[src/rtl/layer1_input_packer.sv]
// Beat-to-vector packer feeding the layer-1 LUT array: assembles BEATS narrow beats
// into one registered vector, double-buffered, with s_last framing checks.
module layer1_input_packer #(
    parameter int unsigned BEAT_W = 8,
    parameter int unsigned BEATS  = 4
) (
    input  logic                     clk,
    input  logic                     rst,
    input  logic [BEAT_W-1:0]        s_data,
    input  logic                     s_valid,
    input  logic                     s_last,
    output logic                     s_ready,
    output logic [BEAT_W*BEATS-1:0]  m_vec,
    output logic                     m_valid,
    input  logic                     m_ready,
    output logic                     err_pulse,
    output logic [7:0]               err_cnt
);

    localparam int unsigned VEC_W = BEAT_W * BEATS;
    localparam int unsigned CNT_W = (BEATS > 2) ? $clog2(BEATS) : 1;
    localparam logic [CNT_W-1:0] LAST_IDX = CNT_W'(BEATS - 1);

    typedef enum logic [1:0] {
        FILL = 2'd0,
        HOLD = 2'd1,
        DROP = 2'd2
    } state_t;

    state_t             state_q, state_d;
    logic [CNT_W-1:0]   cnt_q, cnt_d;
    logic [VEC_W-1:0]   asm_q, asm_d;
    logic [VEC_W-1:0]   vec_q, vec_d;
    logic               valid_q, valid_d;
    logic               pulse_q, pulse_d;
    logic [7:0]         errcnt_q, errcnt_d;

    logic               accept;
    logic               slot_free;
    logic               last_beat;
    logic               frame_err;
    logic [VEC_W-1:0]   asm_ins;

    assign s_ready   = rst && (state_q != HOLD);
    assign accept    = s_valid && s_ready;
    assign slot_free = !valid_q || m_ready;
    assign last_beat = (cnt_q == LAST_IDX);

    always_comb begin
        asm_ins = asm_q;
        asm_ins[cnt_q*BEAT_W +: BEAT_W] = s_data;
    end

    always_comb begin
        state_d   = state_q;
        cnt_d     = cnt_q;
        asm_d     = asm_q;
        vec_d     = vec_q;
        valid_d   = valid_q && !m_ready;
        frame_err = 1'b0;

        unique case (state_q)
            FILL: begin
                if (accept) begin
                    if (last_beat && s_last) begin
                        cnt_d = '0;
                        if (slot_free) begin
                            vec_d   = asm_ins;
                            valid_d = 1'b1;
                            asm_d   = '0;
                        end else begin
                            // cnt is reset now; HOLD only transfers and never reads it
                            asm_d   = asm_ins;
                            state_d = HOLD;
                        end
                    end else if (last_beat) begin
                        frame_err = 1'b1;
                        asm_d     = '0;
                        cnt_d     = '0;
                        state_d   = DROP;
                    end else if (s_last) begin
                        frame_err = 1'b1;
                        asm_d     = '0;
                        cnt_d     = '0;
                    end else begin
                        asm_d = asm_ins;
                        cnt_d = cnt_q + 1'b1;
                    end
                end
            end
            HOLD: begin
                if (slot_free) begin
                    vec_d   = asm_q;
                    valid_d = 1'b1;
                    asm_d   = '0;
                    cnt_d   = '0;
                    state_d = FILL;
                end
            end
            DROP: begin
                if (accept && s_last) begin
                    cnt_d   = '0;
                    state_d = FILL;
                end
            end
            default: begin
                state_d = FILL;
                cnt_d   = '0;
                asm_d   = '0;
            end
        endcase

        pulse_d  = frame_err;
        errcnt_d = errcnt_q;
        if (frame_err && (errcnt_q != '1)) begin
            errcnt_d = errcnt_q + 8'd1;
        end
    end

    always_ff @(posedge clk) begin
        if (!rst) begin
            state_q  <= FILL;
            cnt_q    <= '0;
            asm_q    <= '0;
            vec_q    <= '0;
            valid_q  <= 1'b0;
            pulse_q  <= 1'b0;
            errcnt_q <= '0;
        end else begin
            state_q  <= state_d;
            cnt_q    <= cnt_d;
            asm_q    <= asm_d;
            vec_q    <= vec_d;
            valid_q  <= valid_d;
            pulse_q  <= pulse_d;
            errcnt_q <= errcnt_d;
        end
    end

    assign m_vec     = vec_q;
    assign m_valid   = valid_q;
    assign err_pulse = pulse_q;
    assign err_cnt   = errcnt_q;

endmodule

[config.mk]
export PLATFORM = sky130hd
export DESIGN_NAME = layer1_input_packer
export DESIGN_NICKNAME = d
export VERILOG_FILES = /design/src/rtl/layer1_input_packer.sv
export SDC_FILE = /design/constraint.sdc
export NUM_CORES = 1
export LEC_CHECK = 0
export BUFFER_PORTS_ARGS = -buffer_cell sky130_fd_sc_hd__buf_2
export CAP_MARGIN = 25
export CORE_MARGIN = 2
export CORE_UTILIZATION = 35
export DETAILED_ROUTE_END_ITERATION = 6
export SKIP_CTS_REPAIR_TIMING = 1
export SYNTH_ARGS = -nofsm -noshare
export SYNTH_HDL_FRONTEND = slang
export SYNTH_SLANG_ARGS = --single-unit
[constraint.sdc]
create_clock -name clk -period 4.7 [get_ports clk]
set_clock_uncertainty 0.15 [all_clocks]
set_input_delay 0.47 -clock clk [delete_from_list [all_inputs] [get_ports clk]]
set_output_delay 0.47 -clock clk [all_outputs]
set_load 0.01 [all_outputs]
# == Word level (Yosys, flattened, before mapping) ==
# Index checks and enable logic that the tools add are counted.
# word_totals
output_inout_bits,43
in_bits,13
elab_cells,74
ff_bits,78
# classes
eq_ne,12
bitwise,1
shifts,2
n_reduce_logical,15
n_mux,34
n_addsub,3
# op_table
cell,count
2-to-1 mux 32 bit,10
one-hot mux 32 bit (3 select lines),1
one-hot mux 32 bit (2 select lines),1
negation 5 -> 34 bit,1
"variable shift 8 x 34 -> 32 bit, first input constant",1
indexed part select 8 x 34 -> 32 bit,1
bitwise mux 32 bit,1
2-to-1 mux 2 bit,10
one-hot mux 2 bit (3 select lines),2
"inequality test 2 bit, second input constant",5
AND reduction 5 bit,2
"adder 8 x 1 -> 8 bit, second input constant",1
2-to-1 mux 1 bit,8
"inequality test 8 bit, second input constant",1
logical AND 1 bit,6
"inequality test 3 bit, second input constant",2
AND reduction 3 bit,2
"== test 2 bit, second input constant",2
"adder 2 x 1 -> 2 bit, second input constant",1
"== test 2 x 1 -> 1 bit, second input constant",1
logical NOT 1 bit,2
logical NOT 2 bit,1
"inequality test 2 x 1 -> 1 bit, second input constant",1
one-hot mux 1 bit (2 select lines),1
other kinds (3),3

# == Depth between registers and ports, before layout ==
# Gate-level depths: netlist (run 1).
# depth
word_depth,8
mapped_depth,8
ltp_nobuf,6

# == Worst setup path before layout (run 1) ==
# OpenSTA, ideal clock, no wires.
# synth_path
path_kind,reg2reg
startpoint,reg cnt_q[0]
endpoint,reg cnt_q[1]
path_slack_ps,2529
arrival_time_ps,1953
synth_period_minus_slack_ps,2171
stages_incl_launch_ff,7
cell_sequence,dfxtp_1 -> ha_1 -> ha_1 -> or3_4 -> or3_1 -> a211o_1 -> a21oi_2
# synth_between
elab_chain_cells,6
# synth_lines
item,line_no,source
"start, declared",31,"logic [CNT_W-1:0] cnt_q, cnt_d;"
"start signal, assigned",131,cnt_q <= cnt_d;
adder 2 x 1 -> 2 bit,87,cnt_d = cnt_q + 1'b1;
2-to-1 mux 2 bit,81,end else if (s_last) begin
2-to-1 mux 2 bit,76,end else if (last_beat) begin
2-to-1 mux 2 bit *,65,if (last_beat && s_last) begin
2-to-1 mux 2 bit *,64,if (accept) begin
one-hot mux 2 bit (3 select lines) *,62,unique case (state_q)
# Every way passes the cells marked *; elsewhere a longest branch is shown, timed or not. The select of a mux whose other input is x is not followed.
# A chain may end at the register's enable or synchronous reset.

# == Worst setup path after layout (run 1) ==
# layout_path
startpoint,reg cnt_q[0]
endpoint,reg vec_q[29] (netlist: m_vec[29])
# layout_between
elab_chain_cells,7
# layout_lines
item,line_no,source
negation 5 -> 34 bit,51,asm_ins[cnt_q*BEAT_W +: BEAT_W] = s_data;
indexed part select 8 x 34 -> 32 bit or variable shift 8 x 34 -> 32 bit (tied branches),51,
bitwise mux 32 bit,51,
2-to-1 mux 32 bit,67,if (slot_free) begin
2-to-1 mux 32 bit,65,
2-to-1 mux 32 bit,64,
one-hot mux 32 bit (2 select lines),62,
"end signal, assigned",133,vec_q <= vec_d;
"end, declared",33,"logic [VEC_W-1:0] vec_q, vec_d;"
# Parallel ways exist; a longest one is shown, timed or not. The select of a mux whose other input is x is not followed.

==> metrics, run 1 <==
TritonCTS clock tree built; Max Cap Viol 0; vias in the first global route 2660; status completed; Worst setup EP type flop; Cells after Synth 351; GRT overflow 0; DR pass1 iterations 4; worst path required time 4820 ps; clk_lat worst skew 350 ps; gr usage total 16.9%; Root Driver clkbuf_8; maximum VDD drop 0.116 mV; Worst path most repeated cell ha_1; Core ar. 9240 sq um; Synth Register Bits 78; Post-Syn Nets 372; area leader, netlist dfxtp_1; htree depth 3; sequential area share after synthesis 47.0%; largest net degree at the start of global routing 39; top post-synthesis cells by area dfxtp_1 (47%), o2bb2ai_1 (6.1%), a22oi_1 (5.2%), a22o_1 (4.2%), nand2_1 (3.7%); unique cell type count in the Yosys netlist 45; Routed Antenna Nets 0; FF-to-FF path depth 7; YS warnings 0; Worst Tran Pin Value 806 ps; Layout Area Growth over Synthesis 16.3%; I/O pins 56; ys flop type dfxtp_1; Synth top area share 47.0%; fin util 41.8%; PwrDens 312 nW/um^2; Reg clk slew, reported paths 80 ps; most common cell in the netlist dfxtp_1; Avg Synthesized Cell Area 9.47 sq um; initial antenna violation count 0; RSZ-0062 raised after global routing false; Async SR Flop Fraction 0%; slowest CP cell dfxtp_1; crit-path cells ha_1 -> ha_1 -> a21oi_1 -> nor3_2 -> buf_4 -> nand2_1 -> o2bb2ai_1; Hold Path Origin s_data[0]; Setup crit start kind flop; n_diodes 0; DRC 0; Hold EP asm_q[24]$_SDFFE_PN0P_; Finish-stage setup viols 0; Tot Pwr 1.21 mW; synth cell count leaders dfxtp_1 (78), nand2_1 (33), a22oi_1 (23), o2bb2ai_1 (23), a21oi_1 (22); R2R Path End m_vec[29]$_SDFFE_PN0P_; final setup TNS 0 ps; Worst path max stage delay 540 ps; layout cells sized above 1 21.3%; die span in x 101 um; kind of critical path flop to flop; TritonCTS Sinks 78; EDFF count, synth 0; DR vias 2869; Crit Reg-Reg Startpoint cnt_q[0]$_SDFFE_PN0P_; min Tclk post-route 2840 ps; Port Buffer Count 55; number of DRC markers in iteration 0 165; first-pass GRT wire length 13.6 mm; Final period util 60.3%; vias per cell 5.42; HPWL Detailed 5.59 mm; FMAX 0.353 GHz; clock buffer depth 2; WL per Instance 15.9 um; final hold viol count 0; fin. max-slew vios 0; CTS buffer count 9; P_leak 1.40 nW; Worst EP arrival 2950 ps; mapped cell area 3330 sq um; final WL 8.43 mm; reg2reg setup slack 1860 ps; Initial Utilization 36.0%; relative slew slack 46.1%; nets@finish 416; chip height 101 um; crit-path max FO 23; Hold Path Class primary input to flop; row count 35; Die ar. 10300 sq um; Hold Crit Depth 3; RePlAce Congestion 0.793
-- placed cells by master (no fill, tap or decap), drive strengths merged, types with 5 or more instances in the layout --
cell / n
inv: 10
a21oi: 24
dfxtp: 78
o2bb2ai: 25
a311oi: 8
a22oi: 23
o31ai: 5
ha: 8
clkbuf: 9
nor3: 5
o21ai: 19
nand4: 9
nand3: 7
a22o: 16
buf: 58
nor2: 21
nand2: 33
-- where the power goes --
group          internal (mW)  total, mW  leakage (nW)  switching (mW)
clock network          0.199      0.468        0.0923           0.269
registers              0.664      0.667         0.629         0.00309
logic                 0.0197     0.0715         0.683          0.0518
-- flip-flops by register name (all words and copies together), names as in the netlist --
register and cells:
cnt_q 2, m_valid 1, err_pulse 1, asm_q 32
m_vec 32, err_cnt 8, state_q 2
-- cells by family (layout without fill, tap and decap cells) --
family	after synthesis	count (layout)	synth area share, %
buffers and inverters	31	80	3.76
xor gates and xnor gates	1	1	0.263
muxes	2	2	0.602
adders and majority gates	8	8	3.01
and+or+nand+nor	98	98	15.3
DFF	78	78	47.0
AOI/OAI and AO/OA	133	133	30.1
-- layer usage --
metal,track usage [%],wire (um)
met2,24.7,3650
met1,24.1,4300
met3,3.31,326
met4,7.59,159
met5,0,0
-- worst max-delay path by stage --
stage / start / to / slack [ps] / cells past startpoint
6_report: cnt_q[0]$_SDFFE_PN0P_ / m_vec[29]$_SDFFE_PN0P_ / 1860 / 7
5_1_grt: cnt_q[0]$_SDFFE_PN0P_ / m_vec[23]$_SDFFE_PN0P_ / 1600 / 7
4_1_cts: cnt_q[0]$_SDFFE_PN0P_ / m_vec[25]$_SDFFE_PN0P_ / 1870 / 7
3_5_place_dp: cnt_q[0]$_SDFFE_PN0P_ / m_vec[25]$_SDFFE_PN0P_ / 1890 / 7
3_3_place_gp: cnt_q[0]$_SDFFE_PN0P_ / m_vec[12]$_SDFFE_PN0P_ / 2040 / 7
2_1_floorplan: cnt_q[0]$_SDFFE_PN0P_ / cnt_q[1]$_SDFFE_PN0P_ / 2530 / 6
-- final cells by class --
class | count | area, sq um
multi-input cells | 242 | 1640
repair buffers | 58 | 298
well taps | 129 | 161
clock inverters | 7 | 55.1
clock buffers | 9 | 124
fillers | 930 | 5370
inverters | 6 | 22.5
flip-flops and latches | 78 | 1560
-- stage by stage --
stage | worst slack [ps] | hold WS [ps] | instances | area [sq um]
floorplan | 2530 | 300 | 351 | 3330
global placement | 2040 | 293 | 512 | 3680
detailed placement | 1890 | 291 | 512 | 3680
CTS | 1870 | 286 | 528 | 3860
global route | 1600 | 303 | 529 | 3870
finish | 1860 | 299 | 529 | 3870
-- critical path: cells and delay by family (launching register included) --
| family | cells | cell delay [ps] |
|---|---|---|
| adder cells (fa/ha/maj) | 2 | 730 |
| AND/OR/NAND/NOR | 2 | 620 |
| flip-flops | 1 | 540 |
| AO/OA/AOI/OAI | 2 | 460 |
| buffers and inverters | 1 | 240 |
Power figures use the tool's default switching activity.
==> run 2, diff against run 1 <==
- ABC_AREA: unset -> 1
- clock period: 4.7 -> 2.6 ns (I/O delays scaled with it)
==> run 2 against run 1 <==
Global-route usage up 1.8 points. Critical path depth up 1. Area after synthesis up 18%. Synthesized cell count up 74%. Sequential share of layout area down 5.4 points. Clock power up 84%. Final area up 16%. Total power up 83%. Wire length up 25%. Fmax up 20%. Final cell count up 51%. Combinational power up 100%. Largest cell class unchanged.
==> metrics, run 2 <==
largest net degree at the start of global routing 49 (+26%); Tot Pwr 2.21 mW (+83%); slowest CP cell inv_2; DRC 0 (unchanged); Worst path max stage delay 450 ps (-90 ps); placed inst area 4290 sq um (+16%); Hold Path Origin s_valid; top post-synthesis cells by area dfxtp_1 (40%), nand2_1 (23%), a21oi_1 (8.4%), nor2_1 (5.6%), o21ai_0 (5.1%); Cells after Synth 611 (+74%); hold_ws 68.7 ps (-230 ps); commonest cells after routing, fill and taps aside nand2_1 (244), dfxtp_1 (78), a21oi_1 (66), nor2_1 (59), buf_2 (55); chip height 110 um (+8.3%); WL per Instance 13.2 um (-17%); Finish-stage setup viols 0 (unchanged); final WL 10.5 mm (+25%); maximum VDD drop 0.251 mV (+120%); nets@finish 675 (+62%); CTS buffer count 9 (unchanged); Hold Path Class primary input to flop; Worst Tran Pin Value 770 ps (-36.4 ps); kind of critical path flop to flop; Root Driver clkbuf_8; P_leak 1.94 nW (+38%); RSZ-0062 raised after global routing false; crit-path max FO 25 (+8.7%); final instance area 4470 sq um (+16%); relative slew slack 48.6% (+2.5 points); Hold EP m_valid$_SDFF_PN0_; number of DRC markers in iteration 0 190 (+15%); first-pass GRT wire length 17.7 mm (+30%); switching pwr 0.542 mW (+67%); most common cell after layout, fill and taps aside nand2_1; reg2reg setup slack 230 ps (-1630 ps); GRT overflow 0 (unchanged); vias per cell 4.93 (-9.2%); synth cell count leaders nand2_1 (244), dfxtp_1 (78), a21oi_1 (66); HPWL Detailed 7.24 mm (+29%); Final period util 91.0% (+31 points); Crit Reg-Reg Startpoint cnt_q[1]$_SDFFE_PN0P_; YS warnings 0 (unchanged); R2R Path End m_vec[29]$_SDFFE_PN0P_; htree depth 3 (unchanged); Int Power 1.67 mW (+89%); min Tclk post-route 2370 ps (-470 ps); die span in x 110 um (+8.3%); gr usage total 18.7% (+1.8 points); ys flop type dfxtp_1; Layout Area Growth over Synthesis 13.8%; unique cell type count in the Yosys netlist 24 (-47%); clock buffer depth 2 (unchanged); I/O pins 56 (unchanged); DR vias 3936 (+37%); area leader, netlist dfxtp_1; most common cell in the netlist nand2_1; Worst path most repeated cell ha_1; sequential area share after synthesis 39.8% (-7.1 points); Async SR Flop Fraction 0% (unchanged); Synth top area share 39.8% (-7.1 points); vias in the first global route 3788 (+42%); combinational power share 6.5% (+0.6 points); RePlAce Congestion 0.843 (+6.3%); Placed Cells 783 (+53%); PwrDens 495 nW/um^2 (+59%); Critical Path Source cnt_q[1]$_SDFFE_PN0P_; layout cells sized above 1 13.5% (-7.7 points); Final WS setup 235 ps (-1630 ps); Avg Synthesized Cell Area 6.42 sq um (-32%); Switching Share 24.5% (-2.3 points); status completed; initial antenna violation count 0 (unchanged); fin. max-slew vios 0 (unchanged); Final Non-Filler Cells 799 (+51%); Core ar. 10900 sq um (+18%); TritonCTS Sinks 78 (unchanged); worst path required time 2740 ps (-2080 ps); n_diodes 0 (unchanged); # fillers 1164 (+25%); crit-path cells ha_1 -> ha_1 -> o21ai_0 -> nor2_1 -> nand2_2 -> inv_2 -> nand2_1 -> a21oi_1; TritonCTS clock tree built; Worst EP arrival 2500 ps (-450 ps); fin util 41.0% (-0.83 points); EDFF count, synth 0 (unchanged); Setup crit start kind flop; Reg clk slew, reported paths 80 ps (about the same); FMAX 0.423 GHz (+20%); Die ar. 12100 sq um (+17%); Max Cap Viol 0 (unchanged); clk_lat worst skew 360 ps (about the same); Routed Antenna Nets 0 (unchanged); row count 38 (+8.6%); Port Buffer Count 55 (unchanged); pre-CTS setup slack 303 ps (-1580 ps); sequential fraction of design power 54.5% (-0.8 points); Post-Syn Nets 632 (+70%); Hold Crit Depth 3 (unchanged); final hold viol count 0 (unchanged); Worst setup EP type flop; clock power share 39.0% (+0.2 points); final setup TNS 0 ps (unchanged); mapped cell area 3920 sq um (+18%); FF-to-FF path depth 8 (+1); Initial Utilization 36.0% (about the same); Synth Register Bits 78 (unchanged); DR pass1 iterations 5 (+1)
run 2: cell types whose count changed after synthesis, moves of 7 or more:
cell       previous run  this run
a22oi_1              23         0
buf_2                 7        14
a22o_1               16         0
a311oi_1              8         0
nand3_1               7        26
nand2_1              33       244
nor2_1               21        59
o2bb2ai_1            23         0
o21ai_1              18         3
inv_1                 5        28
a21oi_1              22        66
o21ai_0               1        40
run 2: kinds of logic after synthesis:
logic type | after synthesis | synth area share (%)
adder cells (fa/ha/maj) | 8 | 2.55
flip-flops | 78 | 39.8
AO/OA/AOI/OAI | 110 | 14.1
buffers and inverters | 65 | 7.43
XOR/XNOR | 3 | 0.670
AND/OR/NAND/NOR | 347 | 35.5
run 2: how the worst max path moves through the flow:
stage / end / slack, ps / depth (start not counted)
floorplan: m_vec[2]$_SDFFE_PN0P_ / 530 / 11
global placement: m_vec[2]$_SDFFE_PN0P_ / 300 / 8
detailed placement: m_vec[3]$_SDFFE_PN0P_ / 300 / 8
CTS: m_vec[3]$_SDFFE_PN0P_ / 270 / 8
global route: m_vec[0]$_SDFFE_PN0P_ / 6 / 8
finish: m_vec[29]$_SDFFE_PN0P_ / 230 / 8
run 2: power by group through the flow:
stage	logic, mW	clock network [mW]	registers [mW]
after floorplan	0.0931	0	1.23
after global placement	0.142	0	1.23
after detailed placement	0.143	0	1.23
after CTS	0.144	0.890	1.20
after global routing	0.161	0.942	1.21
final	0.144	0.863	1.20
run 2: layer usage:
layer / up-vias / share of wire, % / global-route usage, %
li1: 2029 / - / -
met1: 1799 / 46 / 24.1
met2: 89 / 46 / 30.3
met3: 19 / 5.3 / 4.27
met4: 0 / 2.1 / 7.32
met5: - / 0 / 0
run 2: area by class of cell:
class / count / area (sq um) / area share [%]
Inverter: 33 / 124 / 2.77
Clock buffer: 16 / 180 / 4.03
Sequential cell: 78 / 1560 / 35.0
Tap cell: 140 / 175 / 3.92
Multi-Input combinational cell: 468 / 2070 / 46.3
Timing Repair Buffer: 64 / 355 / 7.96
run 2: critical path, delay by kind of cell, from the launching register on:
family          cells  cell delay [ps]
flops               1              430
simple gates        3              490
compound gates      2              270
buf+inv             1              450
fa+ha+maj           2              490
